[src/rtl/link_credit_arbiter_pkg.sv]
// Shared types and default sizing for the two-source credit-based link arbiter.
package link_credit_arbiter_pkg;

    localparam int unsigned DataLineWidthDef = 40;
    localparam int unsigned FifoDepthDef     = 32;
    localparam int unsigned Log2FifoDepthDef = 5;

    typedef enum logic [1:0] {
        IDLE  = 2'd0,
        LOCK0 = 2'd1,
        LOCK1 = 2'd2
    } arb_state_e;

endpackage

[src/rtl/credit_counter.sv]
// Link credit counter: starts full, decrements on consume, increments on return,
// and raises a sticky overflow flag when a return arrives at a full count.
module credit_counter
    import link_credit_arbiter_pkg::*;
#(
    parameter int unsigned DEPTH = FifoDepthDef,
    parameter int unsigned CNT_W = Log2FifoDepthDef + 1
) (
    input  logic             clk,
    input  logic             rst,
    input  logic             i_consume,
    input  logic             i_return,
    output logic [CNT_W-1:0] o_count,
    output logic             o_overflow
);

    localparam logic [CNT_W-1:0] Full = CNT_W'(DEPTH);

    logic [CNT_W-1:0] count_q, count_d;
    logic             ovf_q, ovf_d;

    always_comb begin
        count_d = count_q;
        ovf_d   = ovf_q;
        if (i_consume && !i_return) begin
            count_d = count_q - 1'b1;
        end else if (i_return && !i_consume) begin
            // A return with every entry already credited is a protocol error, not a count.
            if (count_q == Full) begin
                ovf_d = 1'b1;
            end else begin
                count_d = count_q + 1'b1;
            end
        end
    end

    always_ff @(posedge clk or posedge rst) begin
        if (rst) begin
            count_q <= Full;
            ovf_q   <= 1'b0;
        end else begin
            count_q <= count_d;
            ovf_q   <= ovf_d;
        end
    end

    assign o_count    = count_q;
    assign o_overflow = ovf_q;

endmodule

[src/rtl/link_credit_arbiter.sv]
// Two-source packet arbiter onto a credit-flow-controlled link: round-robin between
// packets, locked to one source until its last flit, registered link output.
module link_credit_arbiter
    import link_credit_arbiter_pkg::*;
#(
    parameter int unsigned DATA_LINE_WIDTH = DataLineWidthDef,
    parameter int unsigned FIFO_DEPTH      = FifoDepthDef,
    parameter int unsigned LOG2_FIFO_DEPTH = Log2FifoDepthDef
) (
    input  logic                       clk,
    input  logic                       rst,
    input  logic [DATA_LINE_WIDTH-1:0] i_src0_flit,
    input  logic [DATA_LINE_WIDTH-1:0] i_src1_flit,
    input  logic                       i_src0_valid,
    input  logic                       i_src1_valid,
    input  logic                       i_src0_last,
    input  logic                       i_src1_last,
    output logic                       o_src0_ready,
    output logic                       o_src1_ready,
    output logic [DATA_LINE_WIDTH-1:0] o_link_flit,
    output logic                       o_link_flit_valid,
    input  logic                       i_credit_return,
    output logic [LOG2_FIFO_DEPTH:0]   o_credits,
    output logic [1:0]                 o_grant,
    output logic                       o_credit_err
);

    localparam int unsigned CntW = LOG2_FIFO_DEPTH + 1;

    arb_state_e state_q, state_d;
    logic       ptr_q, ptr_d;

    logic [CntW-1:0] credits;
    logic            have_credit;
    logic [1:0]      grant;
    logic [1:0]      ready;
    logic            accept;
    logic            sel;
    logic            sel_last;

    logic [DATA_LINE_WIDTH-1:0] link_flit_q;
    logic                       link_valid_q;

    assign have_credit = (credits != '0);

    // Owner selection; nothing is granted while reset is held.
    always_comb begin
        grant = 2'b00;
        if (!rst) begin
            unique case (state_q)
                IDLE: begin
                    if (have_credit) begin
                        if (i_src0_valid && i_src1_valid) begin
                            grant = ptr_q ? 2'b10 : 2'b01;
                        end else begin
                            grant = {i_src1_valid, i_src0_valid};
                        end
                    end
                end
                LOCK0:   grant = 2'b01;
                LOCK1:   grant = 2'b10;
                default: grant = 2'b00;
            endcase
        end
    end

    assign ready    = have_credit ? grant : 2'b00;
    assign accept   = (i_src0_valid && ready[0]) || (i_src1_valid && ready[1]);
    assign sel      = i_src1_valid && ready[1];
    assign sel_last = sel ? i_src1_last : i_src0_last;

    always_comb begin
        state_d = state_q;
        ptr_d   = ptr_q;
        if (accept) begin
            if (sel_last) begin
                state_d = IDLE;
                ptr_d   = ~sel;
            end else begin
                state_d = sel ? LOCK1 : LOCK0;
            end
        end
    end

    always_ff @(posedge clk or posedge rst) begin
        if (rst) begin
            state_q <= IDLE;
            ptr_q   <= 1'b0;
        end else begin
            state_q <= state_d;
            ptr_q   <= ptr_d;
        end
    end

    always_ff @(posedge clk or posedge rst) begin
        if (rst) begin
            link_flit_q  <= '0;
            link_valid_q <= 1'b0;
        end else begin
            link_valid_q <= accept;
            if (accept) begin
                link_flit_q <= sel ? i_src1_flit : i_src0_flit;
            end
        end
    end

    credit_counter #(
        .DEPTH (FIFO_DEPTH),
        .CNT_W (CntW)
    ) u_credit_counter (
        .clk        (clk),
        .rst        (rst),
        .i_consume  (accept),
        .i_return   (i_credit_return),
        .o_count    (credits),
        .o_overflow (o_credit_err)
    );

    assign o_src0_ready      = ready[0];
    assign o_src1_ready      = ready[1];
    assign o_grant           = grant;
    assign o_credits         = credits;
    assign o_link_flit       = link_flit_q;
    assign o_link_flit_valid = link_valid_q;

endmodule

[config.mk]
export PLATFORM = sky130hd
export DESIGN_NAME = link_credit_arbiter
export DESIGN_NICKNAME = d
export VERILOG_FILES = /design/src/rtl/link_credit_arbiter_pkg.sv /design/src/rtl/credit_counter.sv /design/src/rtl/link_credit_arbiter.sv
export SDC_FILE = /design/constraint.sdc
export NUM_CORES = 1
export LEC_CHECK = 0
export ABC_AREA = 1
export CAP_MARGIN = 25
export CORE_AREA = 3 3 71 73
export CTS_CLUSTER_DIAMETER = 150
export DETAILED_ROUTE_END_ITERATION = 10
export DIE_AREA = 0 0 74 76
export DONT_BUFFER_PORTS = 1
export GPL_TIMING_DRIVEN = 0
export MAX_ROUTING_LAYER = met4
export PLACE_DENSITY = 0.81
export SLEW_MARGIN = 20
export SYNTH_ARGS = -nofsm -noshare
export SYNTH_HDL_FRONTEND = slang
export SYNTH_SLANG_ARGS = --single-unit
[constraint.sdc]
create_clock -name clk -period 3.7 [get_ports clk]
set_clock_uncertainty 0.15 [all_clocks]
set_input_delay 0.37 -clock clk [delete_from_list [all_inputs] [get_ports clk]]
set_output_delay 0.37 -clock clk [all_outputs]
set_load 0.005 [all_outputs]
# ---- After elaboration in Yosys (flattened, before gate mapping)
# Index checks and enable logic that the tools add are counted.
dict set report word_totals {
  ff_bits 51
  latchBits 0
  ram_bits 0
  romBits 0
  in_bits 87
  output_inout_bits 52
  elab_cells 41
  mem_count 0
}
dict set report classes {
  n_addsub 2
  n_mul 0
  n_div 0
  magnitude_cmp 0
  n_eq_ne 4
  shift 0
  muxes 13
  bitwise_logic 2
  n_reduce_logical 14
}
# cell n
set op_table {}
lappend op_table {{two-way mux 40 bit} 1}
lappend op_table {{two-way mux 6 bit} 3}
lappend op_table {{two-way mux 2 bit} 7}
lappend op_table {{adder 6 x 1 -> 6 bit (second input constant)} 1}
lappend op_table {{== test 6 bit (second input constant)} 1}
lappend op_table {{case mux 2 bit (3 select lines)} 1}
lappend op_table {{nonzero test 6 bit} 1}
lappend op_table {{subtractor 6 x 1 -> 6 bit (second input constant)} 1}
lappend op_table {{logical AND 1 bit} 5}
lappend op_table {{AND reduction 2 bit} 2}
lappend op_table {{AND reduction 3 bit} 1}
lappend op_table {{== test 2 x 1 -> 1 bit (second input constant)} 1}
lappend op_table {{== test 2 bit (second input constant)} 1}
lappend op_table {{zero test 1 bit} 2}
lappend op_table {{zero test 2 bit} 1}
lappend op_table {{!= test 2 x 1 -> 1 bit (second input constant)} 1}
lappend op_table {{inverter 1 bit} 2}
lappend op_table {{nonzero test 2 bit} 1}
lappend op_table {{logical OR 1 bit} 1}
lappend op_table {{two-way mux 1 bit} 1}

# ---- Logic depth before layout (Yosys ltp)
# Gate-level depths: netlist of the first run.
dict set report depth {
  depth_word 12
  depth_mapped 14
  ltp_nobuf 13
}

# ---- Modules after synthesis
# Synthesis of the first run repeated with hierarchy kept, for this count alone.
dict set report unflattened {
  cells_unflattened 456
  area_unflattened_um2 3032.9
}
# module instances cells_per_inst area_each_um2 seq_area_each_um2
set modules_own_cells {}
lappend modules_own_cells {link_credit_arbiter 1 370 2411.1 1101.1}
lappend modules_own_cells {credit_counter 1 86 621.8 176.4}

# ---- Worst setup path before layout of the first run
# OpenSTA, ideal clock, no wires.
dict set report synth_path {
  path_type {flip-flop to flip-flop}
  from {reg u_credit_counter.count_q[5], in the netlist u_credit_counter.o_count[5]}
  to {reg u_credit_counter.count_q[4], in the netlist u_credit_counter.o_count[4]}
  setup_ns 0.127
  arrival_time_ns 2.437
  required_time_ns 3.423
  setup_slack_ns 0.986
  path_stages_with_launch 12
  n_path_buf 1
  path_cell_list {dfstp_2 -> nor2_1 -> nand3_2 -> o2111ai_4 -> nand2_2 -> buf_2 -> ha_1 -> inv_1 -> fa_1 -> o21ai_0 -> xnor2_1 -> o21ai_0}
}
dict set report synth_between {
  elab_chain_len 11
  word_cells_on_any_way 16
  cone_classes {eq/ne: 2; mux: 5; reduce/logical: 9}
}
# item line
set synth_rtl {}
lappend synth_rtl {{start: declaration} credit_counter.sv:19} ;# logic [CNT_W-1:0] count_q, count_d;
lappend synth_rtl {{start signal: assignment} credit_counter.sv:39} ;# count_q <= Full;
lappend synth_rtl {{start signal: assignment} credit_counter.sv:42} ;# count_q <= count_d;
lappend synth_rtl {{nonzero test 6 bit (*)} link_credit_arbiter.sv:44} ;# assign have_credit = (credits != '0);
lappend synth_rtl {{two-way mux 2 bit} link_credit_arbiter.sv:52} ;# if (have_credit) begin
lappend synth_rtl {{case mux 2 bit (3 select lines)} link_credit_arbiter.sv:50} ;# unique case (state_q)
lappend synth_rtl {{two-way mux 2 bit} link_credit_arbiter.sv:49} ;# if (!rst) begin
lappend synth_rtl {{two-way mux 2 bit (*)} link_credit_arbiter.sv:67} ;# assign ready = have_credit ? grant : 2'b00;
lappend synth_rtl {{logical AND 1 bit} link_credit_arbiter.sv:68} ;# assign accept = (i_src0_valid && ready[0]) || (i_src1_valid && ready[1]);
lappend synth_rtl {{logical OR 1 bit (*)} link_credit_arbiter.sv:68}
lappend synth_rtl {{via accept} link_credit_arbiter.sv:37} ;# logic accept;
lappend synth_rtl {{zero test 1 bit} credit_counter.sv:27} ;# end else if (i_return && !i_consume) begin
lappend synth_rtl {{logical AND 1 bit} credit_counter.sv:27}
lappend synth_rtl {{nonzero test 2 bit (no source line)} n/a}
lappend synth_rtl {{AND reduction 2 bit (no source line)} n/a}
# Mark *: on every way through the listed nets, which the timed path passes. The rest lies on a longest branch.
# A chain may end at the register's enable or synchronous reset.

# ---- Worst setup path in the final report of the first run
# Same ends and word-level chain as after synthesis.

==> results of run 1 <==
==> cell type report <==
cell class | count | area [um2]
fillers | 396 | 1436
well taps | 52 | 65.06
flip-flops and latches | 51 | 1277
plain buffers | 16 | 115.1
multi-input cells | 306 | 1321
repair buffers | 2 | 30.03
inverters | 17 | 66.31
clock buffers | 6 | 72.57
clock inverters | 1 | 30.03
==> kinds of logic after synthesis <==
| family | count (synthesis) | synth area share, % |
|---|---|---|
| buffers and inverters | 33 | 6.526 |
| AO/OA/AOI/OAI | 15 | 3.871 |
| flip-flops | 51 | 45.95 |
| adder cells (fa/ha/maj) | 7 | 3.420 |
| XOR/XNOR | 6 | 1.890 |
| AND/OR/NAND/NOR | 278 | 38.34 |
==> registers in the layout, summed over array words and instances, names as in the netlist <==
signal / count
u_credit_counter.o_count: 6
o_link_flit: 40
state_q: 2
o_link_flit_valid: 1
u_credit_counter.o_overflow: 1
ptr_q: 1
==> power breakdown <==
| group | internal, mW | total [mW] | switching, mW |
|---|---|---|---|
| Clock | 0.198 | 0.374 | 0.175 |
| Sequential | 0.829 | 1.08 | 0.255 |
| Combinational | 0.327 | 0.840 | 0.514 |
| Total | 1.35 | 2.30 | 0.944 |
==> stage by stage <==
step           power, mW  cells  util (%)  hold WS, ns  setup slack (ns)
2_1_floorplan      1.711    390         -       0.3118            0.9862
3_3_place_gp       1.896    442     64.46       0.3357            0.5998
3_5_place_dp       1.940    443     64.91       0.1853            0.5759
4_1_cts            2.321    451     67.46      0.05825            0.5509
5_1_grt            2.514    451     67.46      0.07084            0.3247
6_report           2.298    451     67.46      0.06021            0.5592
==> Yosys cell counts <==
cell,number
nor3_1,3
nand3_2,1
inv_1,15
xor2_1,5
nand3_1,4
nor2_1,5
dfrtp_1,50
buf_6,4
inv_4,1
dfstp_2,1
buf_2,8
nor2_2,1
buf_4,4
ha_1,6
a21oi_1,2
nand2_2,1
o2111ai_1,1
a31oi_1,3
o21ai_0,7
a31o_2,1
nand4_1,1
xnor2_1,1
o2111ai_4,1
nand2_1,262
fa_1,1
inv_2,1
==> layer usage <==
layer	wire length, um	global-route usage [%]	up-vias
met5	0	-	-
met4	44	5.435	0
met3	616	6.992	4
met2	3081	39.36	119
met1	2661	28.88	1100
li1	-	-	1201
==> final timing paths <==
path	from	endpoint	slack [ns]
max in group asynchronous	rst	o_link_flit[34]	2.45
worst max register to register	u_credit_counter.o_count[5]	u_credit_counter.o_count[4]	0.56
min in group asynchronous	rst	o_link_flit_valid	0.42
worst max-delay path	u_credit_counter.o_count[5]	u_credit_counter.o_count[4]	0.56
worst min register to register	o_link_flit[31]	o_link_flit[31]	0.36
worst min-delay path	i_src0_last	ptr_q	0.06
==> worst max-delay path, stage by stage, from the launching register on <==
cell and delay [ns]:
dfstp_2 0.59, nor2_1 0.06, nand3_2 0.16, o2111ai_4 0.20
nand2_2 0.23, buf_2 0.27, ha_1 0.34, inv_1 0.14
fa_1 0.41, o21ai_0 0.23, xnor2_1 0.14, o21ai_0 0.10
==> timing repair <==
item | CTS | global route
setup buffers | 0 | 0
setup endpoints to repair | 0 | 0
hold buffers | 1 | 0
hold endpoints to repair | 23 | 0
==> results.sh, run 1 <==
export IMPL_run_status="finished, final reports clean"
export IMPL_cts_made_buffers=5
export IMPL_dieArea_mm2=0.005624
export IMPL_max_vdd_ir_drop_uv=426.7
export IMPL_post_cts_resized=0
export IMPL_grt_max_degree=28
export IMPL_drt_iter0_markers=106
export IMPL_cts_buffer_depth=2
export IMPL_io_pins=139
export IMPL_wl_per_cell_um=14.20
export IMPL_rsz0062_at_grt="no"
export IMPL_die_width_um=74
export IMPL_antenna_found_initial=0
export IMPL_viasPerCell=5.375
export IMPL_reg2regPathDepth=11
export IMPL_cts_tree="built"
export IMPL_drive_gt1_share_pct=8.020
export IMPL_io_buffers=0
export IMPL_synth_top_area_share_pct=45.00
export IMPL_hold_class="in -> reg"
export IMPL_routed_wl_um=6404
export IMPL_synth_avg_cell_area_um2=7.129
export IMPL_mostFrequentLayoutCell="nand2_1"
export IMPL_period_needed_ns=3.141
export IMPL_ant_nets=0
export IMPL_n_antenna_cell=0
export IMPL_gr_total_overflow=0
export IMPL_cts_max_level=2
export IMPL_core_area_mm2=0.004414
export IMPL_clock_sinks=51
export IMPL_worstPathArrival_ns=3.17
export IMPL_grt_usage_pct=23.97
export IMPL_grt_pass1_vias=2276
export IMPL_syn_inst=390
export IMPL_clk_pin_slew_ns=0.09
export IMPL_root_buffer="clkbuf_8"
export IMPL_insertion_delay_ns=0.30
export IMPL_required_ns=3.73
export IMPL_syn_to_final_growth_pct=7.111
export IMPL_synth_area_mm2=0.002780
export IMPL_p_leak_nw=1.731
export IMPL_drcViolationCount=0
export IMPL_synth_cell_type_count=26
export IMPL_cp_start_kind="flip-flop"
export IMPL_final_nets=493
export IMPL_gp_routability_congestion=0.7987
export IMPL_yosys_register_bits=51
export IMPL_period_share_pct=84.89
export IMPL_dr_pass1_iters=4
export IMPL_crit_fanout=11
export IMPL_final_setup_viol_count=0
export IMPL_fin_area_mm2=0.002978
export IMPL_yosysSeqAreaShare_pct=45.95
export IMPL_die_height_um=76
export IMPL_relSlewSlack_pct=64.10
export IMPL_final_cell_mix="nand2_1 (262), dfrtp_1 (50), inv_1 (14), buf_2 (8), o21ai_0 (7)"
export IMPL_num_vias=2424
export IMPL_drv_cap=0
export IMPL_synth_top_cell_by_area="dfrtp_1"
export IMPL_ys_top_cells_by_area="dfrtp_1 (45%), nand2_1 (35%), ha_1 (2.7%)"
export IMPL_syn_nets=484
export IMPL_rows=24
export IMPL_maxSlewViolCount=0
export IMPL_finalHoldViolCount=0
export IMPL_p_per_area_mw_per_mm2=771.6
export IMPL_yosysWarnings=0
export IMPL_worstSetupPathType="reg -> reg"
export IMPL_dp_hpwl_um=4918
export IMPL_placed_cell_area_mm2=0.002865
export IMPL_tns_ns=0
export IMPL_hold_depth=2
export IMPL_tightestPinTransition_ns=0.5377
export IMPL_initial_core_util_pct=62.98
export IMPL_clock_fmax_mhz=318.4
export IMPL_crit_path_end_kind="flip-flop"
export IMPL_grt_pass1_wl_um=10410
Power figures use the tool's default switching activity.
==> run 2, diff against run 1 <==
--- a/config.mk
+++ b/config.mk
@@ -5,16 +5,16 @@
 export SDC_FILE = /design/constraint.sdc
 export NUM_CORES = 1
 export LEC_CHECK = 0
-export ABC_AREA = 1
+export ABC_AREA = 0
 export CAP_MARGIN = 25
-export CORE_AREA = 3 3 71 73
+export CORE_AREA = 3 3 74 76
 export CTS_CLUSTER_DIAMETER = 150
 export DETAILED_ROUTE_END_ITERATION = 10
-export DIE_AREA = 0 0 74 76
+export DIE_AREA = 0 0 77 79
 export DONT_BUFFER_PORTS = 1
 export GPL_TIMING_DRIVEN = 0
 export MAX_ROUTING_LAYER = met4
-export PLACE_DENSITY = 0.81
+export PLACE_DENSITY = 0.77
 export SLEW_MARGIN = 20
 export SYNTH_ARGS = -nofsm -noshare
 export SYNTH_HDL_FRONTEND = slang
==> constraint.sdc (replaced) <==
create_clock -name clk -period 2.8 [get_ports clk]
set_clock_uncertainty 0.15 [all_clocks]
set_input_delay 0.28 -clock clk [delete_from_list [all_inputs] [get_ports clk]]
set_output_delay 0.28 -clock clk [all_outputs]
set_load 0.005 [all_outputs]
==> results.sh, run 2 <==
export IMPL_drive_gt1_share_pct=13.45
export IMPL_crit_chain="or4_4, o21ai_4, buf_8, o21ai_4, ha_4, ha_4, nor2b_4, o21ai_2, nor3b_2, o31ai_1"
export IMPL_die_width_um=77
export IMPL_failed_checks="hold timing"
export IMPL_grt_pass1_vias=3087
export IMPL_fin_cells=477
export IMPL_tightestPinTransition_ns=0.5793
export IMPL_dp_cells=388
export IMPL_fin_area_mm2=0.003876
export IMPL_final_setup_viol_count=0
export IMPL_max_stage_delay_ns=0.62
export IMPL_drv_cap=0
export IMPL_routed_wl_um=9777
export IMPL_p_leak_nw=1.511
export IMPL_worstSetupPathType="reg -> reg"
export IMPL_final_cell_mix="dlygate4sd3_1 (74), dfrtp_1 (48), nor2_1 (45), o21ai_0 (44), a31oi_1 (42)"
export IMPL_cts_tree="built"
export IMPL_dp_hpwl_um=5757
export IMPL_synth_area_mm2=0.002733
export IMPL_yosysSeqAreaShare_pct=46.75
export IMPL_relSlewSlack_pct=61.32
export IMPL_syn_nets=414
export IMPL_die_height_um=79
export IMPL_largest_reg_flops=40
export IMPL_hold_class="in -> reg"
export IMPL_clock_fmax_mhz=363.2
export IMPL_core_area_mm2=0.004786
export IMPL_rsz0062_at_grt="yes"
export IMPL_yosysWarnings=0
export IMPL_ys_flop_type="dfrtp_1"
export IMPL_synth_top_cell_by_area="dfrtp_1"
export IMPL_crit_family="simple AND/OR/NAND/NOR gates"
export IMPL_io_pins=139
export IMPL_cts_made_buffers=5
export IMPL_synth_avg_cell_area_um2=8.539
export IMPL_ys_top_cells_by_area="dfrtp_1 (46%), a31oi_1 (9.6%), o21ai_0 (9.2%)"
export IMPL_final_util_pct=80.99
export IMPL_dr_pass1_iters=7
export IMPL_rows=25
export IMPL_drcViolationCount=0
export IMPL_clk_pin_slew_ns=0.09
export IMPL_crit_path_end_kind="flip-flop"
export IMPL_p_per_area_mw_per_mm2=901.9
export IMPL_max_vdd_ir_drop_uv=574.2
export IMPL_slowest_stage="or4_4"
export IMPL_antenna_found_initial=0
export IMPL_gr_total_overflow=0
export IMPL_cts_buffer_depth=2
export IMPL_synth_top_area_share_pct=45.79
export IMPL_grt_usage_pct=32.71
export IMPL_syn_inst=320
export IMPL_async_reset_ff_share_pct=100.0
export IMPL_drt_iter0_markers=270
export IMPL_period_share_pct=98.34
export IMPL_path_buf_inv=1
export IMPL_finalPower_mw=3.496
export IMPL_period_needed_ns=2.753
export IMPL_insertion_delay_ns=0.30
export IMPL_mostFrequentLayoutCell="dlygate4sd3_1"
export IMPL_cp_startpoint="u_credit_counter.o_count[3]"
export IMPL_crit_fanout=7
export IMPL_cts_max_level=2
export IMPL_num_vias=3038
export IMPL_min_delay_start="i_src0_flit[7]"
export IMPL_grt_max_degree=27
export IMPL_grt_pass1_wl_um=15440
export IMPL_dieArea_mm2=0.006083
export IMPL_viasPerCell=6.369
export IMPL_synth_edf_count=0
export IMPL_worstPathArrival_ns=2.81
export IMPL_whs_ns=-0.004934
export IMPL_final_nets=504
export IMPL_initial_core_util_pct=57.10
export IMPL_r2r_start="u_credit_counter.o_count[3]"
export IMPL_syn_to_final_growth_pct=41.85
export IMPL_cp_start_kind="flip-flop"
export IMPL_synth_cell_type_count=38
export IMPL_maxSlewViolCount=0
export IMPL_placed_cell_area_mm2=0.002917
export IMPL_run_status="complete, but fails checks"
export IMPL_synth_common_cells="dfrtp_1 (50), o21ai_0 (50), nor2_1 (46)"
export IMPL_required_ns=2.86
export IMPL_finalHoldViolCount=1
export IMPL_clock_sinks=51
export IMPL_gp_routability_congestion=0.8285
export IMPL_io_buffers=0
export IMPL_yosys_register_bits=51
export IMPL_ant_nets=0
export IMPL_nFillCells=313
export IMPL_root_buffer="clkbuf_8"
export IMPL_wl_per_cell_um=20.50
-- run 2: stage by stage --
step | setup slack (ns) | setup TNS (ns)
2_1_floorplan | 0.02879 | 0
3_3_place_gp | -0.2408 | -1.299
3_5_place_dp | -0.2429 | -1.332
4_1_cts | -0.007846 | -0.007846
5_1_grt | -0.05769 | -0.1132
6_report | 0.04657 | 0
-- run 2: timing repair --
item,CTS,global route
pin swaps,5,7
endpoints found under the hold margin,65,2
buffers inserted,9,3
resized for setup,11,16
setup endpoints to repair,6,7
hold buffers,72,2
-- run 2: cell type report --
class / instances / area, um2 / share of cell area [%]
Buffer: 25 / 122.6 / 3.163
Timing Repair Buffer: 87 / 850.8 / 21.95
Clock buffer: 6 / 72.57 / 1.872
Multi-Input combinational cell: 231 / 1428 / 36.83
Tap cell: 67 / 83.83 / 2.163
Inverter: 9 / 36.28 / 0.9361
Antenna cell: 1 / 2.502 / 0.06456
Sequential cell: 51 / 1280 / 33.02
-- run 2: path summary, 6_finish.rpt --
path,endpoint,slack (ns),cells past startpoint
min,o_link_flit[7],-0.005,2
max reg2reg,u_credit_counter.o_count[4],0.05,10
max,u_credit_counter.o_count[4],0.05,10
min reg2reg,u_credit_counter.o_overflow,0.36,1
min in group asynchronous,u_credit_counter.o_count[2],0.36,2
max in group asynchronous,o_link_flit[27],1.60,3
-- run 2: logic make-up (layout without fill, tap and decap cells) --
kind of cell / Yosys count / in the layout / synth area share, %
flip-flops: 51 / 51 / 46.75
buffers and inverters: 38 / 127 / 5.815
adder cells (fa/ha/maj): 7 / 7 / 3.480
AND/OR/NAND/NOR: 111 / 111 / 18.87
XOR/XNOR: 3 / 3 / 0.9617
other: 0 / 1 / 0
AO/OA/AOI/OAI: 110 / 110 / 24.13
-- run 2: metal layers --
metal	track usage, %	vias up	part of all wire, %
met5	-	-	0
met4	18.33	0	5.3
met3	8.844	57	9.2
met2	52.79	234	50
met1	37.20	1408	36
li1	-	1339	-
-- run 2: worst register-to-register path, stage by stage (launching register included) --
cell and delay (ns):
dfrtp_2 0.46, or4_4 0.62, o21ai_4 0.18, buf_8 0.12, o21ai_4 0.07, ha_4 0.23
ha_4 0.30, nor2b_4 0.14, o21ai_2 0.06, nor3b_2 0.15, o31ai_1 0.18
-- run 2: power by group --
part           switching (mW)  internal [mW]  leakage [nW]
sequential              0.387           1.12         0.597
combinational           0.850          0.740         0.876
clock                   0.227          0.167        0.0371
total                    1.46           2.03          1.51
==> run 3, diff against run 2 <==
--- a/config.mk
+++ b/config.mk
@@ -7,14 +7,14 @@
 export LEC_CHECK = 0
 export ABC_AREA = 0
 export CAP_MARGIN = 25
-export CORE_AREA = 3 3 74 76
+export CORE_AREA = 3 3 75 77
 export CTS_CLUSTER_DIAMETER = 150
 export DETAILED_ROUTE_END_ITERATION = 10
-export DIE_AREA = 0 0 77 79
+export DIE_AREA = 0 0 78 80
 export DONT_BUFFER_PORTS = 1
 export GPL_TIMING_DRIVEN = 0
 export MAX_ROUTING_LAYER = met4
-export PLACE_DENSITY = 0.77
+export PLACE_DENSITY = 0.75
 export SLEW_MARGIN = 20
 export SYNTH_ARGS = -nofsm -noshare
 export SYNTH_HDL_FRONTEND = slang
==> constraint.sdc (replaced) <==
create_clock -name clk -period 2.3 [get_ports clk]
set_clock_uncertainty 0.15 [all_clocks]
set_input_delay 0.23 -clock clk [delete_from_list [all_inputs] [get_ports clk]]
set_output_delay 0.23 -clock clk [all_outputs]
set_load 0.005 [all_outputs]
==> results.sh, run 3 (same netlist as run 2, synthesis figures left out) <==
export IMPL_run_status="complete, but fails checks"
export IMPL_failed_checks="setup timing"
export IMPL_p_leak_nw=1.605
export IMPL_slowest_stage="or4_4"
export IMPL_clock_sinks=51
export IMPL_path_buf_inv=3
export IMPL_maxSlewViolCount=0
export IMPL_max_vdd_ir_drop_uv=782.0
export IMPL_gp_routability_congestion=0.7995
export IMPL_dr_pass1_iters=6
export IMPL_insertion_delay_ns=0.30
export IMPL_rsz0062_at_grt="yes"
export IMPL_num_vias=3110
export IMPL_hold_class="in -> reg"
export IMPL_p_sw_share_pct=42.40
export IMPL_final_nets=514
export IMPL_required_ns=2.38
export IMPL_cts_made_buffers=5
export IMPL_clock_fmax_mhz=357.3
export IMPL_grt_usage_pct=33.29
export IMPL_dp_hpwl_um=5650
export IMPL_rows=26
export IMPL_core_area_mm2=0.005075
export IMPL_grt_pass1_vias=3142
export IMPL_fin_cells=491
export IMPL_worstSetupPathType="reg -> reg"
export IMPL_crit_chain="or4_4, o21ai_4, buf_8, o21ai_4, ha_4, buf_4, buf_6, nor4_4, or2_4, xnor2_2"
export IMPL_period_needed_ns=2.799
export IMPL_clk_pin_slew_ns=0.09
export IMPL_viasPerCell=6.334
export IMPL_netSwitchingPower_mw=1.845
export IMPL_crit_family="simple AND/OR/NAND/NOR gates"
export IMPL_io_buffers=0
export IMPL_finalHoldViolCount=0
export IMPL_crit_path_end_kind="flip-flop"
export IMPL_whs_ns=0.02670
export IMPL_ant_nets=0
export IMPL_largest_reg_flops=40
export IMPL_io_pins=139
export IMPL_dieArea_mm2=0.006240
export IMPL_drv_cap=0
export IMPL_crit_fanout=6
export IMPL_final_setup_viol_count=11
export IMPL_tightestPinTransition_ns=0.6458
export IMPL_period_share_pct=121.7
export IMPL_drive_gt1_share_pct=17.10
export IMPL_worstPathArrival_ns=2.88
export IMPL_initial_core_util_pct=53.85
export IMPL_drt_iter0_markers=229
export IMPL_routed_wl_um=9998
export IMPL_die_width_um=78
export IMPL_multiInputGateArea_mm2=0.001460
export IMPL_nFillCells=319
export IMPL_syn_to_final_growth_pct=49.04
export IMPL_power_frac_comb_pct=45.7
export IMPL_wl_per_cell_um=20.36
export IMPL_n_antenna_cell=0
export IMPL_fin_ws_ns=-0.4985
export IMPL_grt_pass1_wl_um=15950
export IMPL_mostFrequentLayoutCell="dlygate4sd3_1"
export IMPL_clock_power_share_pct=11.9
export IMPL_max_stage_delay_ns=0.59
export IMPL_cts_buffer_depth=2
export IMPL_final_cell_mix="dlygate4sd3_1 (84), dfrtp_1 (47), nor2_1 (45), a31oi_1 (42), nand3_1 (41)"
export IMPL_cp_start_kind="flip-flop"
export IMPL_gr_total_overflow=0
export IMPL_cts_max_level=2
export IMPL_grt_max_degree=35
export IMPL_dp_cells=391
export IMPL_seqCellArea_mm2=0.001281
export IMPL_relSlewSlack_pct=56.94
export IMPL_p_per_area_mw_per_mm2=1069
export IMPL_cp_common_cell="o21ai_4"
export IMPL_root_buffer="clkbuf_8"
export IMPL_antenna_found_initial=0
export IMPL_p_int_mw=2.507
export IMPL_die_height_um=80
export IMPL_drcViolationCount=0
export IMPL_power_share_sequential_pct=42.4
export IMPL_cts_tree="built"
-- run 3: cell types whose count changed in the layout (fill, tap and decap cells not counted), sizes merged --
cell	change
clkinvlp	+1
dlygate4sd3	+10
buf	+1
clkbuf	-1
clkinv	+1
diode	-1
-- run 3: path summary, 6_finish.rpt --
kind	from	endpoint	cells after the start	slack [ns]
worst max-delay path	u_credit_counter.o_count[1]	u_credit_counter.o_count[0]	10	-0.50
worst min-delay path	i_credit_return	u_credit_counter.o_overflow	2	0.03
worst max register to register	u_credit_counter.o_count[1]	u_credit_counter.o_count[0]	10	-0.50
worst min register to register	u_credit_counter.o_overflow	u_credit_counter.o_overflow	1	0.35
max in group asynchronous	rst	u_credit_counter.o_count[5]	3	1.16
min in group asynchronous	rst	o_link_flit[25]	2	0.25
-- run 3: power by group through the flow --
stage / registers, mW / logic [mW] / clock network, mW
floorplan: 1.67 / 1.27 / 0
global placement: 1.79 / 1.50 / 0
detailed placement: 1.81 / 1.57 / 0
CTS: 1.81 / 1.81 / 0.531
global route: 1.89 / 2.20 / 0.566
finish: 1.85 / 1.99 / 0.518
-- run 3: final cells by class --
cell class / count / area share, %
clock inverters: 2 / 0.3072
repair buffers: 99 / 24.27
well taps: 70 / 2.151
plain buffers: 23 / 3.349
flip-flops and latches: 51 / 31.46
clock buffers: 6 / 1.782
multi-input cells: 231 / 35.85
inverters: 9 / 0.8295
-- run 3: metrics by stage --
step | util (%) | power (mW) | cell area, um2 | setup slack [ns] | setup TNS, ns
3_5_place_dp | 57.96 | 3.379 | 2942 | -0.7756 | -5.699
5_1_grt | 80.25 | 4.656 | 4073 | -0.5936 | -4.852
6_report | 80.25 | 4.353 | 4073 | -0.4985 | -3.934
4_1_cts | 78.18 | 4.147 | 3968 | -0.4934 | -3.070
3_3_place_gp | 57.57 | 3.299 | 2922 | -0.7609 | -4.407
2_1_floorplan | - | 2.944 | 2834 | -0.4621 | -2.153
-- run 3: timing repair --
action | CTS | global route
setup endpoints to repair | 42 | 43
setup buffers | 9 | 5
hold buffers | 84 | 0
pin swaps | 7 | 18
endpoints found under the hold margin | 83 | 0
gates resized for setup | 21 | 33
-- run 3: per-layer routing --
metal  up-vias  share of wire (%)  track usage (%)
li1       1356                  -                -
met1      1481                 36            39.13
met2       219                 51            55.22
met3        54                8.2            7.675
met4         0                4.5            14.16
met5         -                  0                -
-- run 3: worst reg2reg max path, cell delays in order, from the launching register on --
cell and delay (ns):
dfrtp_2 0.47, or4_4 0.59, o21ai_4 0.20, buf_8 0.13, o21ai_4 0.06, ha_4 0.23, buf_4 0.15, buf_6 0.12
nor4_4 0.30, or2_4 0.22, xnor2_2 0.11
